`src/rtl/remote_jtag_shift_ctrl_pkg.sv`:
```
// Shared types for the remote-debug JTAG shift controller.
// Holds the FSM state encoding, command record and length legality rule.
package remote_stp_pkg;

  localparam int JTAG_MAX_LEN = 32;
  localparam int JTAG_LEN_W   = 6;

  typedef enum logic [1:0] {
    IDLE   = 2'd0,
    TCK_LO = 2'd1,
    TCK_HI = 2'd2,
    RESP   = 2'd3
  } jtag_state_e;

  typedef struct packed {
    logic [JTAG_LEN_W-1:0]   len;
    logic [JTAG_MAX_LEN-1:0] tms;
    logic [JTAG_MAX_LEN-1:0] tdi;
  } jtag_cmd_t;

  // A shift length is usable only when it is 1..max_len.
  function automatic logic len_legal(input logic [JTAG_LEN_W-1:0] len,
                                     input int unsigned max_len);
    return (len != '0) && (32'(len) <= max_len);
  endfunction

endpackage

```
`src/rtl/remote_jtag_shift_ctrl_if.sv`:
```
// Command/response handshake plus the SR-to-PR JTAG pins of the shift controller.
// master = command source / pin-side model, slave = the controller.
interface remote_jtag_shift_ctrl_if;
  import remote_stp_pkg::*;

  logic                    cmd_valid;
  logic                    cmd_ready;
  logic [JTAG_LEN_W-1:0]   cmd_len;
  logic [JTAG_MAX_LEN-1:0] cmd_tms;
  logic [JTAG_MAX_LEN-1:0] cmd_tdi;
  logic                    abort;
  logic                    rsp_valid;
  logic                    rsp_ready;
  logic [JTAG_MAX_LEN-1:0] rsp_tdo;
  logic                    rsp_err;
  logic                    rsp_aborted;
  logic                    o_sr2pr_tck;
  logic                    o_sr2pr_tckena;
  logic                    o_sr2pr_tms;
  logic                    o_sr2pr_tdi;
  logic                    i_pr2sr_tdo;
  logic                    busy;

  modport master (
    output cmd_valid, cmd_len, cmd_tms, cmd_tdi, abort, rsp_ready, i_pr2sr_tdo,
    input  cmd_ready, rsp_valid, rsp_tdo, rsp_err, rsp_aborted,
           o_sr2pr_tck, o_sr2pr_tckena, o_sr2pr_tms, o_sr2pr_tdi, busy
  );

  modport slave (
    input  cmd_valid, cmd_len, cmd_tms, cmd_tdi, abort, rsp_ready, i_pr2sr_tdo,
    output cmd_ready, rsp_valid, rsp_tdo, rsp_err, rsp_aborted,
           o_sr2pr_tck, o_sr2pr_tckena, o_sr2pr_tms, o_sr2pr_tdi, busy
  );

endinterface

```
`src/rtl/remote_jtag_shift_ctrl_tck_div.sv`:
```
// TCK half-period down-counter: reload on phase entry, phase_done_o at terminal count.
// Each phase lasts exactly TCK_DIV clk cycles from the reload edge.
module remote_jtag_tck_div #(
  parameter int unsigned TCK_DIV = 2
) (
  input  logic clk,
  input  logic rst,
  input  logic load_i,
  output logic phase_done_o
);

  localparam logic [7:0] RELOAD = 8'(TCK_DIV - 1);

  logic [7:0] div_cnt_q, div_cnt_d;

  always_comb begin
    div_cnt_d = div_cnt_q;
    if (load_i) begin
      div_cnt_d = RELOAD;
    end else if (div_cnt_q != 8'd0) begin
      div_cnt_d = div_cnt_q - 8'd1;
    end
  end

  always_ff @(posedge clk) begin
    if (rst) begin
      div_cnt_q <= 8'd0;
    end else begin
      div_cnt_q <= div_cnt_d;
    end
  end

  assign phase_done_o = (div_cnt_q == 8'd0);

endmodule

```
`src/rtl/remote_jtag_shift_ctrl.sv`:
```
// Software-sequenced JTAG shift controller toward the PR region: one command of
// up to 32 TMS/TDI pairs, LSB first, with TDO captured on each TCK high phase.
//
// state  | meaning
// IDLE   | ready for a command
// TCK_LO | TCK low, TMS/TDI presented for bit_idx
// TCK_HI | TCK high, TDO sampled on the last cycle
// RESP   | response held until rsp_ready
module remote_jtag_shift_ctrl
  import remote_stp_pkg::*;
#(
  parameter int unsigned TCK_DIV = 2,
  parameter int unsigned MAX_LEN = JTAG_MAX_LEN
) (
  input logic                     clk,
  input logic                     rst,
  remote_jtag_shift_ctrl_if.slave bus
);

  jtag_state_e             state_q, state_d;
  jtag_cmd_t               cmd_q, cmd_d;
  logic [4:0]              bit_idx_q, bit_idx_d;
  logic [JTAG_MAX_LEN-1:0] tdo_sh_q, tdo_sh_d;
  logic                    err_q, err_d;
  logic                    aborted_q, aborted_d;
  logic                    phase_done;
  logic                    phase_load;
  logic                    last_bit;
  logic                    shifting;

  logic                    cmd_ready_q, cmd_ready_d;
  logic                    busy_q, busy_d;
  logic                    tck_q, tck_d;
  logic                    tckena_q, tckena_d;
  logic                    tms_q, tms_d;
  logic                    tdi_q, tdi_d;
  logic                    rsp_valid_q, rsp_valid_d;
  logic [JTAG_MAX_LEN-1:0] rsp_tdo_q, rsp_tdo_d;
  logic                    rsp_err_q, rsp_err_d;
  logic                    rsp_aborted_q, rsp_aborted_d;

  remote_jtag_tck_div #(
    .TCK_DIV(TCK_DIV)
  ) u_tck_div (
    .clk         (clk),
    .rst         (rst),
    .load_i      (phase_load),
    .phase_done_o(phase_done)
  );

  assign last_bit = ({1'b0, bit_idx_q} == (cmd_q.len - JTAG_LEN_W'(1)));

  // Any transition into a TCK phase restarts the half-period count.
  assign phase_load = ((state_d == TCK_LO) || (state_d == TCK_HI)) && (state_d != state_q);

  always_ff @(posedge clk) begin : state_reg
    if (rst) begin
      state_q   <= IDLE;
      cmd_q     <= '0;
      bit_idx_q <= 5'd0;
      tdo_sh_q  <= '0;
      err_q     <= 1'b0;
      aborted_q <= 1'b0;
    end else begin
      state_q   <= state_d;
      cmd_q     <= cmd_d;
      bit_idx_q <= bit_idx_d;
      tdo_sh_q  <= tdo_sh_d;
      err_q     <= err_d;
      aborted_q <= aborted_d;
    end
  end

  always_comb begin : next_state
    state_d   = state_q;
    cmd_d     = cmd_q;
    bit_idx_d = bit_idx_q;
    tdo_sh_d  = tdo_sh_q;
    err_d     = err_q;
    aborted_d = aborted_q;
    unique case (state_q)
      IDLE: begin
        if (bus.cmd_valid) begin
          cmd_d.len = bus.cmd_len;
          cmd_d.tms = bus.cmd_tms;
          cmd_d.tdi = bus.cmd_tdi;
          bit_idx_d = 5'd0;
          tdo_sh_d  = '0;
          aborted_d = 1'b0;
          err_d     = !len_legal(bus.cmd_len, MAX_LEN);
          state_d   = err_d ? RESP : TCK_LO;
        end
      end
      TCK_LO: begin
        if (bus.abort) begin
          aborted_d = 1'b1;
          state_d   = RESP;
        end else if (phase_done) begin
          state_d = TCK_HI;
        end
      end
      TCK_HI: begin
        // Abort beats a coincident final capture, so that bit is dropped.
        if (bus.abort) begin
          aborted_d = 1'b1;
          state_d   = RESP;
        end else if (phase_done) begin
          tdo_sh_d[bit_idx_q] = bus.i_pr2sr_tdo;
          if (last_bit) begin
            state_d = RESP;
          end else begin
            bit_idx_d = bit_idx_q + 5'd1;
            state_d   = TCK_LO;
          end
        end
      end
      RESP: begin
        if (bus.rsp_ready) begin
          state_d = IDLE;
        end
      end
      default: state_d = IDLE;
    endcase
  end

  // Outputs are decoded from the next state so the pins line up with state_q.
  always_comb begin : output_decode
    shifting      = (state_d == TCK_LO) || (state_d == TCK_HI);
    cmd_ready_d   = (state_d == IDLE);
    busy_d        = (state_d != IDLE);
    tck_d         = (state_d == TCK_HI);
    tckena_d      = shifting;
    tms_d         = shifting ? cmd_d.tms[bit_idx_d] : 1'b0;
    tdi_d         = shifting ? cmd_d.tdi[bit_idx_d] : 1'b0;
    rsp_valid_d   = (state_d == RESP);
    rsp_tdo_d     = rsp_valid_d ? tdo_sh_d : '0;
    rsp_err_d     = rsp_valid_d && err_d;
    rsp_aborted_d = rsp_valid_d && aborted_d;
  end

  always_ff @(posedge clk) begin : output_reg
    if (rst) begin
      cmd_ready_q   <= 1'b1;
      busy_q        <= 1'b0;
      tck_q         <= 1'b0;
      tckena_q      <= 1'b0;
      tms_q         <= 1'b0;
      tdi_q         <= 1'b0;
      rsp_valid_q   <= 1'b0;
      rsp_tdo_q     <= '0;
      rsp_err_q     <= 1'b0;
      rsp_aborted_q <= 1'b0;
    end else begin
      cmd_ready_q   <= cmd_ready_d;
      busy_q        <= busy_d;
      tck_q         <= tck_d;
      tckena_q      <= tckena_d;
      tms_q         <= tms_d;
      tdi_q         <= tdi_d;
      rsp_valid_q   <= rsp_valid_d;
      rsp_tdo_q     <= rsp_tdo_d;
      rsp_err_q     <= rsp_err_d;
      rsp_aborted_q <= rsp_aborted_d;
    end
  end

  assign bus.cmd_ready      = cmd_ready_q;
  assign bus.busy           = busy_q;
  assign bus.o_sr2pr_tck    = tck_q;
  assign bus.o_sr2pr_tckena = tckena_q;
  assign bus.o_sr2pr_tms    = tms_q;
  assign bus.o_sr2pr_tdi    = tdi_q;
  assign bus.rsp_valid      = rsp_valid_q;
  assign bus.rsp_tdo        = rsp_tdo_q;
  assign bus.rsp_err        = rsp_err_q;
  assign bus.rsp_aborted    = rsp_aborted_q;

endmodule

```
`src/flat_wrapper.sv`:
```
// flat-port wrapper written by rule: the top's interface ports become plain ports
module remote_jtag_shift_ctrl_flat import remote_stp_pkg::*;
#(
  parameter int unsigned TCK_DIV = 2,
  parameter int unsigned MAX_LEN = JTAG_MAX_LEN
)
  (clk, rst, bus_cmd_valid, bus_cmd_len, bus_cmd_tms, bus_cmd_tdi, bus_abort, bus_rsp_ready, bus_i_pr2sr_tdo, bus_cmd_ready, bus_rsp_valid, bus_rsp_tdo, bus_rsp_err, bus_rsp_aborted, bus_o_sr2pr_tck, bus_o_sr2pr_tckena, bus_o_sr2pr_tms, bus_o_sr2pr_tdi, bus_busy);
  remote_jtag_shift_ctrl_if bus_i ();
  input logic clk;
  input logic rst;
  input wire logic [$bits(bus_i.cmd_valid)-1:0] bus_cmd_valid;
  input wire logic [$bits(bus_i.cmd_len)-1:0] bus_cmd_len;
  input wire logic [$bits(bus_i.cmd_tms)-1:0] bus_cmd_tms;
  input wire logic [$bits(bus_i.cmd_tdi)-1:0] bus_cmd_tdi;
  input wire logic [$bits(bus_i.abort)-1:0] bus_abort;
  input wire logic [$bits(bus_i.rsp_ready)-1:0] bus_rsp_ready;
  input wire logic [$bits(bus_i.i_pr2sr_tdo)-1:0] bus_i_pr2sr_tdo;
  output wire logic [$bits(bus_i.cmd_ready)-1:0] bus_cmd_ready;
  output wire logic [$bits(bus_i.rsp_valid)-1:0] bus_rsp_valid;
  output wire logic [$bits(bus_i.rsp_tdo)-1:0] bus_rsp_tdo;
  output wire logic [$bits(bus_i.rsp_err)-1:0] bus_rsp_err;
  output wire logic [$bits(bus_i.rsp_aborted)-1:0] bus_rsp_aborted;
  output wire logic [$bits(bus_i.o_sr2pr_tck)-1:0] bus_o_sr2pr_tck;
  output wire logic [$bits(bus_i.o_sr2pr_tckena)-1:0] bus_o_sr2pr_tckena;
  output wire logic [$bits(bus_i.o_sr2pr_tms)-1:0] bus_o_sr2pr_tms;
  output wire logic [$bits(bus_i.o_sr2pr_tdi)-1:0] bus_o_sr2pr_tdi;
  output wire logic [$bits(bus_i.busy)-1:0] bus_busy;
  assign bus_i.cmd_valid = bus_cmd_valid;
  assign bus_i.cmd_len = bus_cmd_len;
  assign bus_i.cmd_tms = bus_cmd_tms;
  assign bus_i.cmd_tdi = bus_cmd_tdi;
  assign bus_i.abort = bus_abort;
  assign bus_i.rsp_ready = bus_rsp_ready;
  assign bus_i.i_pr2sr_tdo = bus_i_pr2sr_tdo;
  assign bus_cmd_ready = bus_i.cmd_ready;
  assign bus_rsp_valid = bus_i.rsp_valid;
  assign bus_rsp_tdo = bus_i.rsp_tdo;
  assign bus_rsp_err = bus_i.rsp_err;
  assign bus_rsp_aborted = bus_i.rsp_aborted;
  assign bus_o_sr2pr_tck = bus_i.o_sr2pr_tck;
  assign bus_o_sr2pr_tckena = bus_i.o_sr2pr_tckena;
  assign bus_o_sr2pr_tms = bus_i.o_sr2pr_tms;
  assign bus_o_sr2pr_tdi = bus_i.o_sr2pr_tdi;
  assign bus_busy = bus_i.busy;
  remote_jtag_shift_ctrl #(.TCK_DIV(TCK_DIV), .MAX_LEN(MAX_LEN)) u_core (.clk(clk), .rst(rst), .bus(bus_i));
endmodule
```
`config.mk`:
```
export PLATFORM = sky130hd
export DESIGN_NAME = remote_jtag_shift_ctrl_flat
export DESIGN_NICKNAME = d
export VERILOG_FILES = /design/src/rtl/remote_jtag_shift_ctrl_pkg.sv /design/src/rtl/remote_jtag_shift_ctrl_if.sv /design/src/rtl/remote_jtag_shift_ctrl_tck_div.sv /design/src/rtl/remote_jtag_shift_ctrl.sv /design/src/flat_wrapper.sv
export SDC_FILE = /design/constraint.sdc
export NUM_CORES = 1
export LEC_CHECK = 0
export BUFFER_PORTS_ARGS = -buffer_cell sky130_fd_sc_hd__buf_2
export CAP_MARGIN = 20
export CORE_MARGIN = 2
export CORE_UTILIZATION = 30
export DETAILED_ROUTE_END_ITERATION = 6
export PLACE_DENSITY = 0.49
export SLEW_MARGIN = 0
export SYNTH_ARGS = -nofsm -noshare
export SYNTH_HDL_FRONTEND = slang
export SYNTH_SLANG_ARGS = --single-unit
```
`constraint.sdc`:
```
create_clock -name clk -period 5 [get_ports clk]
set_input_delay 0.5 -clock clk [delete_from_list [all_inputs] [get_ports clk]]
set_output_delay 0.5 -clock clk [all_outputs]
set_load 0.02 [all_outputs]
```
==> results.cfg <==
[detailed_routing]
wl_per_cell_um = 15.3
drtIter0Drc = 457
vias = 6907
ant_nets = 0
wl_mm = 21.7
drc = 0
dr.pass1.iters = 4
viasPerCell = 4.85

[global_routing]
grt_pass1_wl_mm = 35.5
use_met3_pct = 3.40
grt_pass1_vias = 6681
grt_antenna_before_repair = 0
grt_overflow = 0
grt_max_degree = 81
grt-busiest-layer = met2
grtUsageMet1_pct = 21.6
grt_usage_pct = 15.7
grtUsageMet2_pct = 25.5

[worst_setup_path]
crit_required_ps = 5360
worstPathMaxFanout = 5
crit_chain = inv_1 > ha_1 > xnor2_1 > a221o_1 > nand2_1 > a211oi_1 > o21ai_0 > a221oi_1 > nor2_1 > ha_1 > nand2b_1 > a2111oi_0 > nand2_1 > a211oi_1 > a21oi_1 > nand4_1
start_kind = register
critical_path.max_stage_delay_ps = 850
arrival_ps = 4630
crit_slowest_cell = a2111oi_0
worstSetupEndpointType = register
reg2reg_depth = 16
criticalPathCategory = register to register
regToRegSetupSlack_ps = 740
rr_endpoint = u_core.bus.o_sr2pr_tdi$_SDFF_PP0_
timing.rr.start = u_core.cmd_q[64]$_SDFFE_PP0P_

[final_layout]
drive_gt1_share_pct = 19.4
area_growth_pct = 18.2
stdcell_area_um2 = 9370
fin_cells = 1423
fill_cells = 2798
layout.nets = 1166
n_antenna_cell = 0

[yosys]
yosysWarnings = 0
yosysTopAreaCell = dfxtp_1
mappedNetlistArea_um2 = 7930
synth_top_flop_cell = dfxtp_1
synthCells = 999
ys_seq_area_share_pct = 40.4
async_flop_share_pct = 0
synth_nets = 1088
synth_top_area_share_pct = 40.4
avgSynthCellArea_um2 = 7.94
netlist_top_cells_area = dfxtp_1 (40%), nand2_1 (9.0%), nor2_1 (6.6%), mux2_2 (5.7%), a21oi_1 (5.3%)
synth.distinct_cells = 58
synth_edf_count = 0
synth-seq-cells = 160

[power_and_ir_drop]
report.power.total_uw = 4550
p_leak_uw = 0.00373
ir_worst_vdd_mv = 0.259
p_per_area_nw_per_um2 = 485

[clock_tree]
post_cts_buffers = 0
cts_num_sinks = 160
root_buffer = clkbuf_16
cts_resized = 0
cts_tree = yes
clock_path_buffers = 2
clkSlewWorstSetupHoldPaths_ps = 70
cts_made_buffers = 17
htreeDepth = 4
hold_buffers = 0
insertion_delay_ps = 430

[sta]
hold_ws_ps = 312
clock_skew_ps = 9.78
fmax_ghz = 0.235
period_needed_ps = 4260
tightest_slew_ps = 993
finalHoldViolCount = 0
finalCritPeriodShare_pct = 85.3
maxSlewViolCount = 0
slew_headroom_pct = 32.1
setup_viol = 0
rsz0062_at_grt = false
final.setup.tns_ps = 0

[placed_design]
post-place-cells = 1392
post_dp_cell_area_um2 = 8740
place_congestion = 0.820
portBuffers = 116
hpwl_mm = 14.7

[floorplanning]
die_x_um = 167
io-pin-count = 117
die_area_um2 = 27700
rows = 59
start_util_pct = 30.5
fp.dieH_um = 167
fp.coreArea_um2 = 26000

[status]
status = completed

[hold_path]
hold_path.class = input pin to register
holdCritStartpoint = bus_cmd_tms[3]
min_to = u_core.cmd_q[35]$_SDFF_PP0_
hold_depth = 3

[flow_run]
drv_cap = 0
[layer usage]
metal,up-vias,part of all wire [%]
met3,13,4.2
li1,3540,-
met4,0,0.70
met1,3222,50
met2,132,45
met5,-,0
[flip-flops by register name, indices dropped and copies added (netlist names), 2 cells and up]
signal / count
u_core.state_q: 2
u_core.cmd_q: 70
u_core.bit_idx_q: 5
u_core.u_tck_div.div_cnt_q: 8
u_core.tdo_sh_q: 32
u_core.bus.rsp_tdo: 32
[kinds of logic (layout without fill, tap and decap cells)]
family	Yosys count	in the layout	share of synthesized area, %
compound gates	182	182	15.1
xor+xnor	14	14	1.55
fa+ha+maj	13	13	2.05
buf+inv	98	187	5.11
flops	160	160	40.4
mux	73	73	9.91
simple gates	459	459	25.8
[placed cells by master (no fill, tap or decap), types with 4 or more instances in the layout]
master / Yosys / routed
and2_1: 60 / 60
buf_4: 3 / 10
nand4_1: 9 / 9
o311ai_0: 15 / 15
nor3b_1: 5 / 5
nor2b_1: 5 / 5
o211ai_1: 4 / 4
mux2i_1: 29 / 29
dfxtp_1: 160 / 160
nand2b_1: 4 / 4
nor2_1: 140 / 140
a22oi_1: 34 / 34
ha_1: 13 / 13
nor4_1: 5 / 5
mux2_1: 4 / 4
or2_2: 4 / 4
nor3_1: 5 / 5
o21ai_0: 11 / 11
a211oi_1: 6 / 6
xor2_1: 6 / 6
bufinv_16: 0 / 4
mux2_2: 40 / 40
nand3_1: 14 / 14
a21oi_1: 84 / 83
nand2_1: 191 / 190
clkbuf_16: 0 / 17
buf_2: 3 / 116
xnor2_1: 8 / 8
inv_1: 30 / 30
[layout make-up]
cell class | count | area (um2) | share of cell area (%)
timing repair buffer | 127 | 676 | 7.21
tap | 335 | 419 | 4.47
clock inverter | 13 | 203 | 2.16
clock buffer | 17 | 425 | 4.54
inverter | 30 | 113 | 1.20
sequential | 160 | 3200 | 34.2
multi-input combinational | 741 | 4330 | 46.2
[how the worst max path moves through the flow]
stage | from | end | slack (ps) | depth (start not counted)
floorplan | u_core.cmd_q[64]$_SDFFE_PP0P_ | u_core.bus.o_sr2pr_tdi$_SDFF_PP0_ | 1410 | 15
global placement | u_core.cmd_q[64]$_SDFFE_PP0P_ | u_core.bus.o_sr2pr_tdi$_SDFF_PP0_ | 1030 | 16
detailed placement | u_core.cmd_q[64]$_SDFFE_PP0P_ | u_core.bus.o_sr2pr_tdi$_SDFF_PP0_ | 840 | 16
CTS | u_core.cmd_q[64]$_SDFFE_PP0P_ | u_core.bus.o_sr2pr_tdi$_SDFF_PP0_ | 780 | 16
global route | u_core.cmd_q[64]$_SDFFE_PP0P_ | u_core.bus.o_sr2pr_tdi$_SDFF_PP0_ | 370 | 16
finish | u_core.cmd_q[64]$_SDFFE_PP0P_ | u_core.bus.o_sr2pr_tdi$_SDFF_PP0_ | 740 | 16
[critical path: cells and delay by family, from the launching register on]
family          cells  cell delay (ps)
buf+inv             1               60
compound gates      7             2220
flops               1              400
simple gates        5              740
fa+ha+maj           2              600
xor+xnor            1              180
[power by group]
part / internal, uW / switching [uW]
Clock: 844 / 569
Combinational: 534 / 1060
Sequential: 1440 / 102
[synthesized netlist by cell type, drive strengths merged (4+ instances only)]
cell type	number
buf	13
nor4	5
nand2b	4
ha	13
a221oi	4
mux2i	29
o211ai	4
xor2	6
o21ai	11
a21oi	85
nor2b	5
nand2	192
a211oi	6
clkbuf	55
nand4	9
nor3b	5
nand3	15
nor2	140
dfxtp	160
or2	5
xnor2	8
mux2	44
and2	61
o311ai	16
inv	30
nor3	5
a22oi	34
[metrics by stage]
stage | utilization, % | setup WS, ps
5_1_grt | 36.1 | 371
3_5_place_dp | 33.6 | 840
6_report | 36.1 | 737
2_1_floorplan | - | 1410
3_3_place_gp | 33.6 | 1030
4_1_cts | 36.0 | 785
Note: power is estimated with default switching activity, not from simulation.
